## src/rtl/pa_fp_pkg.sv

```systemverilog
// Shared floating-point adder definitions: default field widths, packed
// operand field offsets and the operand record type.
package pa_fp_pkg;

    localparam int unsigned DEF_EXP_W = 8;
    localparam int unsigned DEF_MAN_W = 28;
    localparam int unsigned DEF_PKT_W = 1 + DEF_EXP_W + DEF_MAN_W;

    // Field offsets inside a packed {sign, exp, mant} operand
    localparam int unsigned SIGN_BIT = DEF_PKT_W - 1;
    localparam int unsigned EXP_MSB  = DEF_PKT_W - 2;
    localparam int unsigned EXP_LSB  = DEF_MAN_W;
    localparam int unsigned MAN_MSB  = DEF_MAN_W - 1;
    localparam int unsigned MAN_LSB  = 0;

    typedef struct packed {
        logic                 sign;
        logic [DEF_EXP_W-1:0] exp;
        logic [DEF_MAN_W-1:0] mant;
    } fp_operand_t;

endpackage

```

## src/rtl/pa_mag_swap.sv

```systemverilog
// Magnitude swap and sign resolution for an aligned operand pair.
// Inputs : ge/eq (mant_a >= / == mant_b), sa, sb, mant_a, mant_b
// Outputs: ma_c (larger), mb_c (smaller), eff_sub_c, sr_c, zero_res_c
// Purely combinational so the single-cycle adder can reuse it.
module pa_mag_swap
    import pa_fp_pkg::*;
#(
    parameter int unsigned MAN_W = DEF_MAN_W
) (
    input  logic             ge,
    input  logic             eq,
    input  logic             sa,
    input  logic             sb,
    input  logic [MAN_W-1:0] mant_a,
    input  logic [MAN_W-1:0] mant_b,
    output logic [MAN_W-1:0] ma_c,
    output logic [MAN_W-1:0] mb_c,
    output logic             eff_sub_c,
    output logic             sr_c,
    output logic             zero_res_c
);

    always_comb begin
        ma_c       = ge ? mant_a : mant_b;
        mb_c       = ge ? mant_b : mant_a;
        eff_sub_c  = sa ^ sb;
        zero_res_c = eff_sub_c & eq;
        sr_c       = sa;
        // Exact cancellation yields +0 under round-to-nearest
        if (eff_sub_c) begin
            if (eq) begin
                sr_c = 1'b0;
            end else begin
                sr_c = ge ? sa : sb;
            end
        end
    end

endmodule

```

## src/rtl/pa_mag_order_pipe.sv

```systemverilog
// Two-stage magnitude-ordering pipeline for the FP adder.
// S1 captures split operand fields plus compare flags; S2 holds the
// ordered mantissas, common exponent, signs and result-sign/status flags.
// Ports: clk, rst_n; in_valid/in_ready with num_a/num_b {sign,exp,mant};
//        out_valid/out_ready with sa, sb, comp, eo, ma, mb, eff_sub, sr,
//        zero_res, align_err.
module pa_mag_order_pipe
    import pa_fp_pkg::*;
#(
    parameter  int unsigned EXP_W = DEF_EXP_W,
    parameter  int unsigned MAN_W = DEF_MAN_W,
    localparam int unsigned PKT_W = 1 + EXP_W + MAN_W
) (
    input  logic             clk,
    input  logic             rst_n,
    input  logic             in_valid,
    output logic             in_ready,
    input  logic [PKT_W-1:0] num_a,
    input  logic [PKT_W-1:0] num_b,
    output logic             out_valid,
    input  logic             out_ready,
    output logic             sa,
    output logic             sb,
    output logic             comp,
    output logic [EXP_W-1:0] eo,
    output logic [MAN_W-1:0] ma,
    output logic [MAN_W-1:0] mb,
    output logic             eff_sub,
    output logic             sr,
    output logic             zero_res,
    output logic             align_err
);

    // Input field split
    logic             a_sign, b_sign;
    logic [EXP_W-1:0] a_exp, b_exp;
    logic [MAN_W-1:0] a_man, b_man;

    assign a_sign = num_a[PKT_W-1];
    assign b_sign = num_b[PKT_W-1];
    assign a_exp  = num_a[PKT_W-2 -: EXP_W];
    assign b_exp  = num_b[PKT_W-2 -: EXP_W];
    assign a_man  = num_a[MAN_W-1:0];
    assign b_man  = num_b[MAN_W-1:0];

    // S1 state
    logic             s1_valid;
    logic             s1_sa, s1_sb;
    logic [EXP_W-1:0] s1_ea;
    logic [MAN_W-1:0] s1_ma, s1_mb;
    logic             s1_ge, s1_eq, s1_xerr;

    logic s2_adv, s1_adv;

    // Advance chain depends only on registered valids and out_ready
    assign s2_adv    = !out_valid || out_ready;
    assign s1_adv    = !s1_valid || s2_adv;
    assign in_ready  = s1_adv;

    // S1: capture operands and compare flags
    always_ff @(posedge clk or negedge rst_n) begin
        if (!rst_n) begin
            s1_valid <= 1'b0;
            s1_sa    <= 1'b0;
            s1_sb    <= 1'b0;
            s1_ea    <= '0;
            s1_ma    <= '0;
            s1_mb    <= '0;
            s1_ge    <= 1'b0;
            s1_eq    <= 1'b0;
            s1_xerr  <= 1'b0;
        end else if (s1_adv) begin
            s1_valid <= in_valid;
            if (in_valid) begin
                s1_sa   <= a_sign;
                s1_sb   <= b_sign;
                s1_ea   <= a_exp;
                s1_ma   <= a_man;
                s1_mb   <= b_man;
                s1_ge   <= (a_man >= b_man);
                s1_eq   <= (a_man == b_man);
                s1_xerr <= (a_exp != b_exp);
            end
        end
    end

    // S2 combinational ordering
    logic [MAN_W-1:0] sw_ma, sw_mb;
    logic             sw_eff_sub, sw_sr, sw_zero_res;

    pa_mag_swap #(
        .MAN_W (MAN_W)
    ) u_swap (
        .ge         (s1_ge),
        .eq         (s1_eq),
        .sa         (s1_sa),
        .sb         (s1_sb),
        .mant_a     (s1_ma),
        .mant_b     (s1_mb),
        .ma_c       (sw_ma),
        .mb_c       (sw_mb),
        .eff_sub_c  (sw_eff_sub),
        .sr_c       (sw_sr),
        .zero_res_c (sw_zero_res)
    );

    // S2: output register; holds while downstream stalls
    always_ff @(posedge clk or negedge rst_n) begin
        if (!rst_n) begin
            out_valid <= 1'b0;
            sa        <= 1'b0;
            sb        <= 1'b0;
            comp      <= 1'b0;
            eo        <= '0;
            ma        <= '0;
            mb        <= '0;
            eff_sub   <= 1'b0;
            sr        <= 1'b0;
            zero_res  <= 1'b0;
            align_err <= 1'b0;
        end else if (s2_adv) begin
            out_valid <= s1_valid;
            if (s1_valid) begin
                sa        <= s1_sa;
                sb        <= s1_sb;
                comp      <= s1_ge;
                eo        <= s1_ea;
                ma        <= sw_ma;
                mb        <= sw_mb;
                eff_sub   <= sw_eff_sub;
                sr        <= sw_sr;
                zero_res  <= sw_zero_res;
                align_err <= s1_xerr;
            end
        end
    end

endmodule

```

## config.mk

```make
export PLATFORM = sky130hd
export DESIGN_NAME = pa_mag_order_pipe
export DESIGN_NICKNAME = d
export VERILOG_FILES = /design/src/rtl/pa_fp_pkg.sv /design/src/rtl/pa_mag_swap.sv /design/src/rtl/pa_mag_order_pipe.sv
export SDC_FILE = /design/constraint.sdc
export NUM_CORES = 1
export LEC_CHECK = 0
export CORE_AREA = 2 2 114 116
export DETAILED_ROUTE_END_ITERATION = 16
export DIE_AREA = 0 0 116 118
export PLACE_DENSITY = 0.84
export REMOVE_ABC_BUFFERS = 1
export SLEW_MARGIN = 25
export SYNTH_ARGS = -nofsm -noshare
export SYNTH_HDL_FRONTEND = slang
export SYNTH_SLANG_ARGS = --single-unit
```

## constraint.sdc

```tcl
create_clock -name clk -period 2.2 [get_ports clk]
set_clock_uncertainty 0.1 [all_clocks]
set_input_delay 0.22 -clock clk [delete_from_list [all_inputs] [get_ports clk]]
set_output_delay 0.22 -clock clk [all_outputs]
set_load 0.005 [all_outputs]
```

==> results by group <==
Critical path
  – R2R Path Start: s1_valid
  – Crit path capture: in_ready
  – Crit path depth: 2
  – Cell family with most CP delay: buffers and inverters
  – Worst path buffer plus inverter count: 1
  – Worst Path Required: 1.88 ns
  – Crit start category: flip-flop
  – Worst-path fanout max: 4
  – Crit. End Element: output pin
  – Critical path type: flip-flop to output pin
  – Critical path startpoint: s1_valid
  – FF-to-FF setup slack: ~0.54 ns
  – Crit path arrival time: approximately 1.5 ns
  – Worst path slowest cell: clkdlybuf4s50_1
  – CP peak stage delay: between 0.5 and 0.6 ns
  – Reg2Reg Depth: 4
  – FF-to-FF End: s1_ma[15]
  – Crit-path cells: nand3b_4 > clkdlybuf4s50_1

Global route
  – First-pass GRT wire length: 24.2 mm
  – Initial antenna violation count: 0
  – Global-route usage over all layers: a little under a quarter
  – Grt ovf: 0
  – Largest net degree at the start of global routing: 75
  – Number of global-route vias before repair: 5,057

CTS
  – Worst skew pair latency: 0.42 ns
  – CTS max path bufs: 2
  – Root Driver: clkbuf_16
  – Total CTS buffers: 17
  – CTS resizes: 0
  – H-tree depth: 4
  – CTS tree: built
  – Clock sink count: 142
  – CTS clk-pin slew, worst paths: around 0.06 ns

Die
  – Ports: roughly 150
  – Initial Util: between 50% and 60%
  – Row cnt: ~40
  – Vert. Die Dim: 118 um
  – Core Region: approximately 0.012 sq mm
  – Die outline area: around 0.014 sq mm
  – Die width: about 120 um

Final layout
  – P&R area growth vs syn: 34.4%
  – Layout cells sized above 1: under 10%
  – Final #Nets: 834
  – Post-route insts no fill: 913
  – Final core occ: a little under three quarters
  – FILL cells: around 880
  – Diode count: 0

Synthesis
  – Avg Cell Area, Syn: approximately 12 sq um
  – Unique masters post-synth: 37
  – Gate Count Post-Synth: 575
  – Synth warnings: 0
  – Yosys reg bits: 142
  – Seq/Total Area, Yosys: a little over half
  – Cell area after synthesis: about 0.0066 sq mm

STA
  – Final worst slack: roughly 0.35 ns
  – Final hold violation count: 0
  – Clock period minus worst slack: between 1.5 and 2 ns
  – Final setup fails: 0
  – Setup TNS Final: 0 ns
  – Unrepaired setup endpoints after global routing: false
  – Fmax achieved: around 540 MHz
  – Final period utilization: between 80% and 90%
  – Slew of the pin with the lowest slew margin: a little over 0.5 ns
  – Hold_ws: around 0.24 ns
  – Rel. slew slack: 65.8%
  – Slew Limit Fails: 0

Pwr
  – P_leak: about 4 nW
  – VDD IR max: ~0.45 mV
  – Power Dens Cells: 924 mW/mm^2

Placement
  – Post-DP HPWL: between 10 and 15 mm
  – DP Cell Count: 880
  – Dpl ws: -0.0420 ns
  – RePlAce Congestion: between 0.7 and 0.8
  – Port buffer count: 150

Worst hold path
  – HP Class: input pin to asynchronous set/reset pin

Status
  – Outcome: finished clean

Routing
  – Total number of vias: roughly 4,800
  – Post-DR vias/cell: approximately 5.2
  – Initial drt markers: 224
  – Drt pass-1 iters: 4
  – Final WL: ~14 mm
  – Routed len/inst: 15.7 um
  – ANT nets after route: 0
  – DRC Markers: 0

Job
  – Max Cap Violations: 0
[placed cells by master, fill, tap and decap left out, types with 2 or more instances in the layout]
cell             count
buf_12               6
nor2_1               3
clkbuf_16           17
dfrtp_1            141
nand3_1              4
inv_1               28
mux2_1              38
clkinvlp_4           3
clkinv_2             6
nand2_1             90
o21ai_0             39
mux2i_1             56
nand2_4              2
and4_1               2
o21ai_1             51
a21o_1               3
a21oi_1             11
ha_1                28
xnor2_1              9
clkdlybuf4s50_1    149
nand4_1              7
nor3_1               2
nand2b_1             3
mux2_4              13
clkbuf_8             3
buf_4                8
[per-layer routing]
layer	up-vias	routed length [um]	share of wire, %	track usage [%]
li1	2301	-	-	-
met3	19	693	4.8	5.41
met1	2333	6060	42	27.6
met2	117	7420	52	38.8
met5	-	0	0	0
met4	0	197	1.4	7.81
[area by class of cell]
| class | instances | area, sq um | area share (%) |
|---|---|---|---|
| sequential | 142 | 3560 | 40.0 |
| multi-input combinational | 374 | 2770 | 31.1 |
| timing repair buffer | 165 | 1690 | 19.0 |
| clock buffer | 21 | 470 | 5.29 |
| tap | 172 | 215 | 2.42 |
| inverter | 28 | 105 | 1.18 |
| clock inverter | 11 | 91.3 | 1.03 |
[stage by stage]
step / power, mW / area, sq um
after floorplan: 4.40 / 6410
after global placement: 5.50 / 8330
after detailed placement: 5.60 / 8330
after CTS: 8.30 / 8900
after global routing: 8.66 / 8900
final: 8.22 / 8900
[cell usage after synthesis (all sizes together)]
| cell type | n | area, sq um |
|---|---|---|
| dfrtp | 142 | 3550 |
| nand2 | 92 | 348 |
| o21ai | 90 | 450 |
| mux2i | 56 | 561 |
| mux2 | 51 | 623 |
| buf | 30 | 206 |
| ha | 28 | 350 |
| inv | 28 | 105 |
| a21oi | 11 | 55.1 |
| xnor2 | 9 | 78.8 |
| nand4 | 7 | 43.8 |
| nand3 | 4 | 20.0 |
| a21o | 3 | 22.5 |
| nand2b | 3 | 18.8 |
| nor2 | 3 | 11.3 |
| and4 | 2 | 17.5 |
| nor2b | 2 | 20.0 |
| nor3 | 2 | 10.0 |
| a211oi | 1 | 7.51 |
| a21boi | 1 | 7.51 |
| a221oi | 1 | 8.76 |
| a22o | 1 | 8.76 |
| a41oi | 1 | 16.3 |
| and2 | 1 | 6.26 |
| and4bb | 1 | 12.5 |
| clkbuf | 1 | 3.75 |
| nand3b | 1 | 20.0 |
| o211ai | 1 | 12.5 |
| o41ai | 1 | 16.3 |
| or3 | 1 | 6.26 |
[registers in the layout, indices dropped and copies added, names as in the netlist, 8 cells and up]
name / cells
eo: 8
ma: 28
mb: 28
s1_ea: 8
s1_ma: 28
s1_mb: 28
[cell families (layout without fill, tap and decap cells)]
logic type	after synthesis	after routing	synth area share, %
muxes	107	107	17.9
buffers and inverters	59	225	4.76
AOI/OAI and AO/OA	111	111	9.15
xor gates and xnor gates	9	9	1.19
DFF	142	142	53.7
adders and majority gates	28	28	5.29
and+or+nand+nor	119	119	8.07
[how the worst min path moves through the flow]
| stage | startpoint | to | slack, ns | cells past startpoint |
|---|---|---|---|---|
| detailed placement | rst_n | eo[1] | 0.11 | 1 |
| CTS | rst_n | eo[2] | 0.24 | 2 |
| finish | rst_n | s1_ea[2] | 0.24 | 2 |
| floorplan | rst_n | align_err | -0.18 | 0 |
| global route | rst_n | s1_ea[2] | 0.27 | 2 |
| global placement | rst_n | eo[2] | 0.11 | 1 |
[power breakdown]
group | switching [mW] | leakage, nW | total, mW | internal (mW)
sequential | 0.380 | 1.72 | 3.52 | 3.14
clock | 1.05 | 0.274 | 2.68 | 1.63
combinational | 0.775 | 2.12 | 2.02 | 1.25
total | 2.21 | 4.11 | 8.22 | 6.01
[repair_timing]
action / 4_1_cts / 5_1_grt
setup buffers: 0 / 0
hold buffers: 1 / 0
hold endpoints to repair: 52 / 0
Note: power is estimated with default switching activity, not from simulation.
